[src/rtl/mv_pkg.sv]
// Shared types and constants for the systolic matrix-vector engine.
package mv_pkg;

  typedef enum logic [1:0] {
    IDLE,
    RUN,
    DONE
  } state_t;

  function automatic int clog2(input int value);
    int bits = 0;
    int rest = value - 1;
    while (rest > 0) begin
      bits++;
      rest = rest >> 1;
    end
    return bits;
  endfunction

  localparam int DW_DEF = 8;
  localparam int N_DEF  = 4;
  localparam int AW_DEF = 2 * DW_DEF + clog2(N_DEF);

endpackage

[src/rtl/mv_systolic_engine_if.sv]
// Start/busy/done handshake plus operand and result buses of the engine.
interface mv_systolic_engine_if
  import mv_pkg::*;
#(
  parameter int N  = N_DEF,
  parameter int DW = DW_DEF,
  parameter int AW = AW_DEF
);

  logic              start;
  logic              hold;
  logic [N*N*DW-1:0] mat;
  logic [N*DW-1:0]   vec;
  logic              busy;
  logic              done;
  logic [N*AW-1:0]   res;

  modport master (output start, hold, mat, vec, input busy, done, res);
  modport slave  (input start, hold, mat, vec, output busy, done, res);

endinterface

[src/rtl/mv_mac_pe.sv]
// One systolic row: DWxDW multiply, AW-bit accumulate, and a vector pass register.
module mv_mac_pe #(
  parameter int DW     = 8,
  parameter int AW     = 18,
  parameter int SIGNED = 0
) (
  input  logic          clk,
  input  logic          rst,
  input  logic          clr,
  input  logic          en,
  input  logic          act,
  input  logic [DW-1:0] a,
  input  logic [DW-1:0] v_in,
  output logic [DW-1:0] v_out,
  output logic [AW-1:0] acc_nxt
);

  logic [AW-1:0] prod;
  logic [AW-1:0] acc;

  // The full 2*DW product is formed first, then extended or wrapped to AW.
  if (SIGNED != 0) begin : g_signed
    logic signed [2*DW-1:0] p;
    assign p    = $signed({{DW{a[DW-1]}}, a}) * $signed({{DW{v_in[DW-1]}}, v_in});
    assign prod = AW'(p);
  end else begin : g_unsigned
    logic [2*DW-1:0] p;
    assign p    = {{DW{1'b0}}, a} * {{DW{1'b0}}, v_in};
    assign prod = AW'(p);
  end

  assign acc_nxt = (en && act) ? acc + prod : acc;

  // NOTE: sequential state uses non-blocking assignments so every flop samples pre-edge values.
  always_ff @(posedge clk) begin
    if (!rst || clr) begin
      acc   <= '0;
      v_out <= '0;
    end else if (en) begin
      acc   <= acc_nxt;
      v_out <= v_in;
    end
  end

endmodule

[src/rtl/mv_systolic_engine.sv]
// N x N matrix-vector multiplier: FSM, step counter, operand capture and row-window decode.
module mv_systolic_engine
  import mv_pkg::*;
#(
  parameter int N      = N_DEF,
  parameter int DW     = DW_DEF,
  parameter int AW     = AW_DEF,
  parameter int SIGNED = 0
) (
  input logic                clk,
  input logic                rst,
  mv_systolic_engine_if.slave bus
);

  localparam int            TW     = clog2(2 * N);
  localparam int            KW     = (N > 1) ? clog2(N) : 1;
  localparam logic [TW-1:0] T_LAST = TW'(2 * N - 2);

  state_t          state;
  logic [TW-1:0]   t;
  logic            busy_q;
  logic            done_q;
  logic [N*AW-1:0] res_q;
  logic [N*AW-1:0] res_nxt;
  logic            load;
  logic            step;

  logic [DW-1:0] m_q   [N][N];
  logic [DW-1:0] v_q   [N];
  logic [DW-1:0] chain [N];
  logic [AW-1:0] acc_nxt [N];

  assign load = (state == IDLE) && bus.start;
  assign step = (state == RUN) && !bus.hold;

  // NOTE: operand registers carry no reset; they are only read after a start has loaded them.
  always_ff @(posedge clk) begin
    if (load) begin
      for (int r = 0; r < N; r++) begin
        v_q[r] <= bus.vec[r*DW +: DW];
        for (int k = 0; k < N; k++) begin
          m_q[r][k] <= bus.mat[(r*N+k)*DW +: DW];
        end
      end
    end
  end

  for (genvar r = 0; r < N; r++) begin : g_row
    logic          act;
    logic [KW-1:0] k;
    logic [DW-1:0] a_sel;
    logic [DW-1:0] v_in;

    // Row r consumes column k = t - r during steps r .. r+N-1.
    assign act   = (t >= TW'(r)) && (t <= TW'(r + N - 1));
    assign k     = KW'(t - TW'(r));
    assign a_sel = act ? m_q[r][k] : '0;

    if (r == 0) begin : g_head
      assign v_in = act ? v_q[k] : '0;
    end else begin : g_link
      assign v_in = chain[r-1];
    end

    mv_mac_pe #(
      .DW     (DW),
      .AW     (AW),
      .SIGNED (SIGNED)
    ) u_pe (
      .clk     (clk),
      .rst     (rst),
      .clr     (load),
      .en      (step),
      .act     (act),
      .a       (a_sel),
      .v_in    (v_in),
      .v_out   (chain[r]),
      .acc_nxt (acc_nxt[r])
    );

    assign res_nxt[r*AW +: AW] = acc_nxt[r];
  end

  always_ff @(posedge clk) begin
    if (!rst) begin
      state  <= IDLE;
      t      <= '0;
      busy_q <= 1'b0;
      done_q <= 1'b0;
      res_q  <= '0;
    end else begin
      unique case (state)
        IDLE: begin
          if (bus.start) begin
            state  <= RUN;
            t      <= '0;
            busy_q <= 1'b1;
          end
        end
        RUN: begin
          if (!bus.hold) begin
            if (t == T_LAST) begin
              state  <= DONE;
              done_q <= 1'b1;
              res_q  <= res_nxt;
            end else begin
              t <= t + TW'(1);
            end
          end
        end
        DONE: begin
          state  <= IDLE;
          t      <= '0;
          busy_q <= 1'b0;
          done_q <= 1'b0;
        end
        default: state <= IDLE;
      endcase
    end
  end

  assign bus.busy = busy_q;
  assign bus.done = done_q;
  assign bus.res  = res_q;

endmodule

[src/flat_wrapper.sv]
// flat-port wrapper written by rule: the top's interface ports become plain ports
module mv_systolic_engine_flat import mv_pkg::*;
#(
  parameter int N      = N_DEF,
  parameter int DW     = DW_DEF,
  parameter int AW     = AW_DEF,
  parameter int SIGNED = 0
)
  (clk, rst, bus_start, bus_hold, bus_mat, bus_vec, bus_busy, bus_done, bus_res);
  mv_systolic_engine_if #(.N(N), .DW(DW), .AW(AW)) bus_i ();
  input logic clk;
  input logic rst;
  input wire logic [$bits(bus_i.start)-1:0] bus_start;
  input wire logic [$bits(bus_i.hold)-1:0] bus_hold;
  input wire logic [$bits(bus_i.mat)-1:0] bus_mat;
  input wire logic [$bits(bus_i.vec)-1:0] bus_vec;
  output wire logic [$bits(bus_i.busy)-1:0] bus_busy;
  output wire logic [$bits(bus_i.done)-1:0] bus_done;
  output wire logic [$bits(bus_i.res)-1:0] bus_res;
  assign bus_i.start = bus_start;
  assign bus_i.hold = bus_hold;
  assign bus_i.mat = bus_mat;
  assign bus_i.vec = bus_vec;
  assign bus_busy = bus_i.busy;
  assign bus_done = bus_i.done;
  assign bus_res = bus_i.res;
  mv_systolic_engine #(.N(N), .DW(DW), .AW(AW), .SIGNED(SIGNED)) u_core (.clk(clk), .rst(rst), .bus(bus_i));
endmodule
[config.mk]
export PLATFORM = sky130hd
export DESIGN_NAME = mv_systolic_engine_flat
export DESIGN_NICKNAME = d
export VERILOG_FILES = /design/src/rtl/mv_pkg.sv /design/src/rtl/mv_systolic_engine_if.sv /design/src/rtl/mv_mac_pe.sv /design/src/rtl/mv_systolic_engine.sv /design/src/flat_wrapper.sv
export SDC_FILE = /design/constraint.sdc
export NUM_CORES = 1
export LEC_CHECK = 0
export CAP_MARGIN = 20
export CORE_MARGIN = 8
export CORE_UTILIZATION = 35
export DETAILED_ROUTE_END_ITERATION = 10
export PLACE_DENSITY_LB_ADDON = 0.15
export SYNTH_ARGS = -nofsm -noshare
export SYNTH_HDL_FRONTEND = slang
export SYNTH_HIERARCHICAL = 1
export SYNTH_SLANG_ARGS = --single-unit
[constraint.sdc]
create_clock -name clk -period 20 [get_ports clk]
set_clock_uncertainty 0.05 [all_clocks]
set_input_delay 5 -clock clk [delete_from_list [all_inputs] [get_ports clk]]
set_output_delay 5 -clock clk [all_outputs]
set_load 0.02 [all_outputs]
Word level (Yosys, flattened, before mapping)
Memories as Yosys holds them, arrays and structs flattened. A register that Yosys moved wholly into a read port is not among the register bits.
Index checks and enable logic that the tools add are counted.
{"block": "op_classes", "muxes": 38, "n_lt_le_gt_ge": 12, "bitwise_logic": 5, "addsub": 8, "n_eq_ne": 7, "n_reduce_logical": 22, "mul": 4}
{"cell": "8-bit two-way mux", "n": 13}
{"cell": "18-bit by 16-bit adder with 18-bit output", "n": 4}
{"cell": "18-bit two-way mux", "n": 4}
{"cell": "8-bit binary-select mux with 2-bit select", "n": 4}
{"cell": "8-bit by 8-bit multiplier with 16-bit output", "n": 4}
{"cell": "3-bit >= comparator, second input constant", "n": 4}
{"cell": "2-bit inverter with 3-bit output", "n": 4}
{"cell": "1-bit logical AND", "n": 10}
{"cell": "2-bit two-way mux", "n": 5}
{"cell": "3-bit less-or-equal comparator, second input constant", "n": 3}
{"cell": "3-bit two-way mux", "n": 3}
{"cell": "3-bit case mux with 3 select lines", "n": 1}
{"cell": "3-bit AND reduction", "n": 3}
{"cell": "2-bit != test, second input constant", "n": 4}
{"cell": "3-bit by 1-bit >= comparator with 1-bit output, second input constant", "n": 2}
{"cell": "3-bit by 2-bit >= comparator with 1-bit output, second input constant", "n": 2}
{"cell": "1-bit two-way mux", "n": 5}
{"cell": "1-bit case mux with 2 select lines", "n": 2}
{"cell": "2-bit case mux with 2 select lines", "n": 1}
{"cell": "4-bit AND reduction", "n": 1}
{"cell": "2-bit nonzero test", "n": 2}
{"cell": "2-bit subtractor, second input constant", "n": 2}
{"cell": "3-bit by 1-bit adder with 3-bit output, second input constant", "n": 1}
{"cell": "3-bit == test, second input constant", "n": 1}
{"cell": "other kinds (10)", "n": 11}
{"block": "word_totals", "register_bits": 175, "mem_count": 2, "out_inout_bits": 74, "word_cells": 110, "mem_bits_rw": 160}
{"name": "u_core.m_q", "depth": 4, "word_bits": 32, "read_ports": 4, "rd_clocked_by_memory_dff": 0, "write_ports": 4, "line": "mv_systolic_engine.sv:28", "rtl": "logic [DW-1:0] m_q [N][N];"}
{"name": "u_core.v_q", "depth": 4, "word_bits": 8, "read_ports": 1, "rd_clocked_by_memory_dff": 1, "write_ports": 4, "line": "mv_systolic_engine.sv:29", "rtl": "logic [DW-1:0] v_q [N];"}

Longest topological paths before layout
Gate-level depths: netlist (run 1).
{"block": "depth", "word_depth": 9, "mapped_depth": 26, "mapped_depth_nobuf": 24}

Hierarchy
Netlist (run 1), hierarchy kept.
{"mod": "mv_systolic_engine", "area_each_um2": 9446.6, "n_inst": 1, "cells_each": 621}
{"mod": "mv_mac_pe (u_core.g_row[1].u_pe)", "area_each_um2": 3843.7, "n_inst": 1, "cells_each": 463}
{"mod": "mv_mac_pe (u_core.g_row[2].u_pe)", "area_each_um2": 3786.1, "n_inst": 1, "cells_each": 457}
{"mod": "mv_mac_pe (u_core.g_row[0].u_pe)", "area_each_um2": 3778.6, "n_inst": 1, "cells_each": 451}
{"mod": "mv_mac_pe (u_core.g_row[3].u_pe)", "area_each_um2": 3617.2, "n_inst": 1, "cells_each": 427}

Worst setup path before layout (run 1)
No wires, ideal clock.
{"block": "synth_path", "path_kind": "input to register", "startpoint": "input bus_start", "endpoint": "register u_core.g_row[3].u_pe.acc[14]", "t_required_ps": 19820, "cell_stages": 6, "path_slack_ps": 6423, "t_arrival_ps": 13396, "cell_sequence": "and2b_1 > nor2b_1 > nand2b_1 > clkbuf_1 > clkbuf_1 > o31ai_1"}
{"block": "synth_between", "elab_chain_cells": 2}
{"element": "start, declared", "line": "flat_wrapper.sv:13", "rtl": "input wire logic [$bits(bus_i.start)-1:0] bus_start;"}
{"element": "1-bit logical AND", "line": "mv_systolic_engine.sv:33", "rtl": "assign load = (state == IDLE) && bus.start;"}
{"element": "net u_core.load", "line": "mv_systolic_engine.sv:25", "rtl": "logic load;"}
{"element": "1-bit logical OR", "line": "mv_mac_pe.sv:36", "rtl": "if (!rst || clr) begin"}
{"element": "end signal, assigned", "line": "mv_mac_pe.sv:40", "rtl": "acc <= acc_nxt;"}
{"element": "end, declared", "line": "mv_mac_pe.sv:19", "rtl": "logic [AW-1:0] acc;"}
The timed path passes the listed nets, and every way through them passes these cells.
A chain may end at the register's enable or synchronous reset.

==> results of run 1 <==
[worst reg2reg max path: cells and delay by family, from the launching register on]
family | cells | cell delay, ps
buffers and inverters | 5 | 550
xor gates and xnor gates | 1 | 180
muxes | 3 | 620
DFF | 1 | 940
AOI/OAI and AO/OA | 3 | 840
and+or+nand+nor | 4 | 990
adders and majority gates | 6 | 3060
[power by group]
| group | leakage, nW | internal, mW | total [mW] | switching (mW) |
|---|---|---|---|---|
| combinational | 8.61 | 0.212 | 0.520 | 0.308 |
| clock | 0.667 | 0.453 | 0.769 | 0.316 |
| sequential | 2.95 | 0.752 | 0.767 | 0.0157 |
[per-stage QoR]
stage / util (%) / worst slack [ps] / area, um2 / hold WS (ps) / cells
global route: 41.9 / 11730 / 28700 / 424 / 3567
detailed placement: 39.9 / 11370 / 27300 / 399 / 3490
finish: 41.9 / 11940 / 28700 / 403 / 3570
CTS: 41.9 / 12010 / 28700 / 409 / 3567
global placement: 39.8 / 11410 / 27300 / 394 / 3488
floorplan: - / 6420 / 24200 / 401 / 2395
[cell type report]
type,count,area [um2],area share [%]
clock buffer,53,1120,3.91
sequential,337,8350,29.1
tap,931,1160,4.06
antenna,3,7.51,0.0261
clock inverter,24,256,0.893
inverter,395,1480,5.16
multi-input combinational,1577,13800,48.2
timing repair buffer,250,2500,8.70
[worst max-delay path by stage]
| stage | startpoint | endpoint | slack [ps] | depth (start not counted) |
|---|---|---|---|---|
| floorplan | bus_start | u_core/g_row[3].u_pe/acc[14] | 6420 | 6 |
| global placement | bus_hold | u_core/bus.res[17] | 11410 | 11 |
| detailed placement | bus_hold | u_core/bus.res[17] | 11370 | 11 |
| CTS | bus_hold | u_core/bus.res[17] | 12010 | 11 |
| global route | bus_hold | u_core/bus.res[17] | 11730 | 11 |
| finish | bus_hold | u_core/bus.res[17] | 11940 | 11 |
[metal layers]
layer | track usage [%] | part of all wire [%] | wire (um)
met1 | 20.6 | 45 | 28100
met2 | 27.8 | 48 | 30300
met3 | 3.71 | 5.3 | 3320
met4 | 4.18 | 2.1 | 1350
met5 | 0 | 0.065 | 41
[state kept, by name, summed over array words and instances (netlist names), named ones only]
register                 flops
u_core/t                     3
u_core/bus.busy              1
u_core/state                 2
u_core/m_q                 128
u_core/g_row.u_pe/v_out     24
u_core/bus.res              72
u_core/v_q                  32
u_core/bus.done              1
u_core/g_row.u_pe/acc       72
[layout by cell type (no fill, tap or decap), drive strengths merged, types with 5 or more instances in the layout]
cell and count:
clkinv 14, and2 148, xor2 11, o211ai 7, mux4 40, o21ai 66, or3 8, nor3 12
buf 14, nor2 63, nand3 29, nor2b 81, and4 5, o21bai 5, clkbuf 53, and3 12
edfxtp 160, o21a 8, clkdlybuf4s50 236, xnor2 10, nand2 382, mux2i 109, o31ai 7, a211oi 11
a31oi 19, nand4 11, fa 200, a21o 25, inv 398, nand2b 9, ha 164, a21oi 74
dfxtp 177
==> flow_summary_export.csv, run 1 <==
group,metric,value,unit
clock_tree,holdBufCountCts,0,
detailed_routing,wl_per_cell,17.7,um
detailed_routing,avgViaCountPerCell,4.77,
detailed_routing,wirelength,63.1,mm
final_layout,fin_nets,3132,
power_and_ir_drop,power_density,71.6,mW/mm2
min_path,hold_path_depth,2,
clock_tree,cts_sinks,337,
worst_setup_path,path_class,"input pin to register",
min_path,min_from,"u_core/bus.res[36]",
worst_setup_path,cp_common_cell,"nand2_1",
sta,worst_pin_slew,1030,ps
global_route,first_global_vias,18100,
worst_setup_path,slowest_stage,"nand2_1",
clock_tree,clock_latency,590,ps
global_route,grt_pass1_wl,101,mm
outcome,outcome,"finished, final reports clean",
power_and_ir_drop,power.total,2.06,mW
floorplan,io_pins,238,
final_layout,fillCellCount,6624,
final_layout,syn2layout_area_growth,18.7,%
placed_design,gp_congestion,0.823,
floorplan,die_x,279,um
clock_tree,htree_levels,2,
worst_setup_path,crit_chain,"clkdlybuf4s50_1, or3b_1, inv_2, buf_4, nand2_1, or3_1, a211oi_1, a21oi_1, nand3_1, nand2_1, mux2i_1",
sta,setup_violations,0,
worst_setup_path,path_delay_family,"simple AND/OR/NAND/NOR gates",
detailed_routing,via_count,17000,
clock_tree,clk_path_buf_depth,3,
min_path,min_path_type,"register to register",
synthesis,synth_fp_nets,2923,
power_and_ir_drop,leakage,12.2,nW
worst_setup_path,rr_endpoint,"u_core/bus.res[71]",
placed_design,port_buffers,237,
global_route,grt_overflow,0,
job,maxCapViolations,0,
synthesis,synth_warnings,6,
sta,period_needed,8060,ps
clock_tree,cts_tree,"yes",
worst_setup_path,timing.reg2reg.setup_slack,12700,ps
min_path,hold_end,"u_core/bus.res[36]",
global_route,grt_max_degree,89,
worst_setup_path,r2r_start,"u_core/t[0]",
floorplan,die-area,0.0778,mm2
floorplan,initial_core_util,35.3,%
worst_setup_path,cp.required,20470,ps
placed_design,dp_hpwl,49.1,mm
worst_setup_path,arrival,8520,ps
clock_tree,clockRootBuffer,"clkbuf_16",
clock_tree,post_cts_buffers,0,
sta,slew_headroom,31.1,%
sta,tns,0,ps
clock_tree,cts.clk_slew.worst_paths,60,ps
clock_tree,post_cts_resized,0,
floorplan,coreArea,0.0686,mm2
worst_setup_path,crit_buf_inv,3,
global_route,antenna_found_initial,6,
global_route,grtUsageTotal,16.3,%
sta,finalCritPeriodShare,40.3,%
sta,hold_viol_final,0,
synthesis,synth_area_per_cell,10.1,um2
worst_setup_path,rr_worst_depth,22,
synthesis,synthCells,2395,
detailed_routing,route.detailed.drc,0,
sta,rsz0062_at_grt,"no",
worst_setup_path,critPathCaptureType,"register",
sta,report.final.slew_viol_count,0,
detailed_routing,drt_first_pass_iters,5,
worst_setup_path,cpPeakStageDelay,740,ps
detailed_routing,dr.first_iter.drc_count,708,
floorplan,die_h,279,um
final_layout,drive_gt1_share,5.92,%
clock_tree,cts_made_buffers,43,
synthesis,netlist_area,0.0242,mm2
sta,max_freq,124,MHz
power_and_ir_drop,vdd_drop_max,0.0779,mV
floorplan,rows,96,
worst_setup_path,startpoint_type,"input pin",
worst_setup_path,cp_max_fo,36,
detailed_routing,ant_nets,0,
No activity file was read; power rests on OpenSTA's default activity.
==> run 2, diff against run 1 <==
clock period = 8.4 ns   (was 20 ns; I/O delays follow)
==> flow_summary_export.csv, run 2 (synthesis gave the netlist of run 1 again) <==
group,metric,value,unit
min_path,min_path_type,"register to register",
global_route,grtUsageTotal,16.5,%
global_route,grt_overflow,0,
power_and_ir_drop,power_density,167,mW/mm2
clock_tree,cts_tree,"yes",
final_layout,final_common_cell,"inv_1",
worst_setup_path,critPathCaptureType,"register",
clock_tree,holdBufCountCts,0,
detailed_routing,route.detailed.drc,0,
final_layout,fin_area,0.0287,mm2
worst_setup_path,startpoint_type,"register",
global_route,grt_max_degree,135,
detailed_routing,drt_first_pass_iters,7,
detailed_routing,avgViaCountPerCell,4.78,
clock_tree,htree_levels,2,
worst_setup_path,timing.reg2reg.setup_slack,1260,ps
worst_setup_path,crit_buf_inv,4,
sta,rsz0062_at_grt,"no",
sta,period_needed,7140,ps
worst_setup_path,path_delay_family,"adder cells",
worst_setup_path,path_class,"register to register",
final_layout,syn2layout_area_growth,18.4,%
sta,slew_headroom,29.3,%
worst_setup_path,cp_common_cell,"fa_1",
power_and_ir_drop,vdd_drop_max,0.178,mV
floorplan,die_x,279,um
outcome,outcome,"finished, final reports clean",
clock_tree,post_cts_resized,0,
worst_setup_path,cp-endpoint,"u_core/bus.res[34]",
sta,hold_viol_final,0,
sta,max_freq,140,MHz
sta,setup_violations,0,
sta,finalCritPeriodShare,84.9,%
floorplan,rows,96,
placed_design,gp_congestion,0.846,
floorplan,die-area,0.0778,mm2
clock_tree,post_cts_buffers,0,
sta,worst_pin_slew,1050,ps
worst_setup_path,rr_worst_depth,20,
worst_setup_path,cp_max_fo,43,
final_layout,fillCellCount,6683,
detailed_routing,wl_per_cell,18.0,um
min_path,min_from,"u_core/bus.res[35]",
final_layout,largest-register,"u_core/m_q",
detailed_routing,wirelength,64.2,mm
final_layout,drive_gt1_share,5.96,%
global_route,antenna_found_initial,11,
worst_setup_path,arrival,7500,ps
worst_setup_path,rr_endpoint,"u_core/bus.res[34]",
worst_setup_path,crit_chain,"inv_1, ha_1, buf_4, mux4_2, nor2b_1, and2_1, fa_1, fa_1, inv_1, fa_1, fa_1, inv_1, ha_1, a21oi_1, o21a_1, o31a_1, mux2i_1, nand2_1, nand2_1, mux2i_1",
clock_tree,clockRootBuffer,"clkbuf_16",
worst_setup_path,r2r_start,"u_core/t[0]",
worst_setup_path,cpPeakStageDelay,910,ps
final_layout,most-common-layout-cells,"inv_1, nand2_1, clkdlybuf4s50_1",
placed_design,dp_slack,1240,ps
floorplan,coreArea,0.0686,mm2
detailed_routing,via_count,17100,
power_and_ir_drop,power.total,4.78,mW
sta,report.final.slew_viol_count,0,
clock_tree,clock_latency,580,ps
worst_setup_path,cp.required,8760,ps
sta,tns,0,ps
worst_setup_path,critical_path.startpoint,"u_core/t[0]",
clock_tree,cts.clk_slew.worst_paths,60,ps
power_and_ir_drop,leakage,12.2,nW
global_route,first_global_vias,18300,
placed_design,placed_area,0.0273,mm2
detailed_routing,dr.first_iter.drc_count,856,
detailed_routing,ant_nets,0,
final_layout,fin_nets,3131,
placed_design,port_buffers,237,
clock_tree,cts_made_buffers,40,
final_layout,largest_reg_flops,128,
floorplan,io_pins,238,
job,maxCapViolations,0,
sta,setup_slack,1260,ps
final_layout,fin_util,41.8,%
floorplan,die_h,279,um
worst_setup_path,crit_cells,20,
clock_tree,cts_sinks,337,
worst_setup_path,slowest_stage,"dfxtp_4",
floorplan,initial_core_util,35.3,%
placed_design,dp_hpwl,49.5,mm
clock_tree,clk_path_buf_depth,3,
global_route,grt_pass1_wl,103,mm
-- run 2: power breakdown --
part	leakage, nW	internal (mW)	switching, mW
Clock	0.639	0.998	0.748
Sequential	2.95	1.79	0.0353
Combinational	8.62	0.495	0.714
-- run 2: metal layers --
metal  track usage, %  up-vias  wire, um  part of all wire, %
met5                0        -        67                 0.10
met2             28.1      384     30300                   47
met3             3.71       73      3460                  5.4
met1             21.3     8344     29100                   45
met4             3.88       10      1330                  2.1
li1                 -     8256         -                    -
-- run 2: cell type report --
class	count	area [um2]	share of cell area, %
Tap cell	931	1160	4.06
Inverter	395	1480	5.17
Antenna cell	6	15.0	0.0524
Sequential cell	337	8350	29.1
Timing Repair Buffer	252	2500	8.72
Clock inverter	22	221	0.773
Multi-Input combinational cell	1577	13800	48.3
Clock buffer	52	1100	3.83
-- run 2: per-stage QoR --
step	hold WS [ps]	cells
6_report	406	3572
5_1_grt	420	3567
4_1_cts	409	3566
3_5_place_dp	399	3492
3_3_place_gp	394	3492
2_1_floorplan	401	2395
-- run 2: worst reg2reg max path: cells and delay by family (launching register included) --
| family | cells | cell delay, ps |
|---|---|---|
| fa+ha+maj | 6 | 3200 |
| flops | 1 | 910 |
| simple gates | 4 | 880 |
| compound gates | 3 | 810 |
| buf+inv | 4 | 570 |
| mux | 3 | 550 |
-- run 2: how the worst min path moves through the flow --
stage / depth (start not counted) / to / slack (ps)
after floorplan: 2 / u_core/g_row[0].u_pe/acc[15] / 400
after global placement: 2 / u_core/bus.res[11] / 390
after detailed placement: 2 / u_core/bus.res[15] / 400
after CTS: 2 / u_core/bus.res[44] / 410
after global routing: 2 / u_core/bus.res[7] / 420
final: 2 / u_core/bus.res[35] / 410
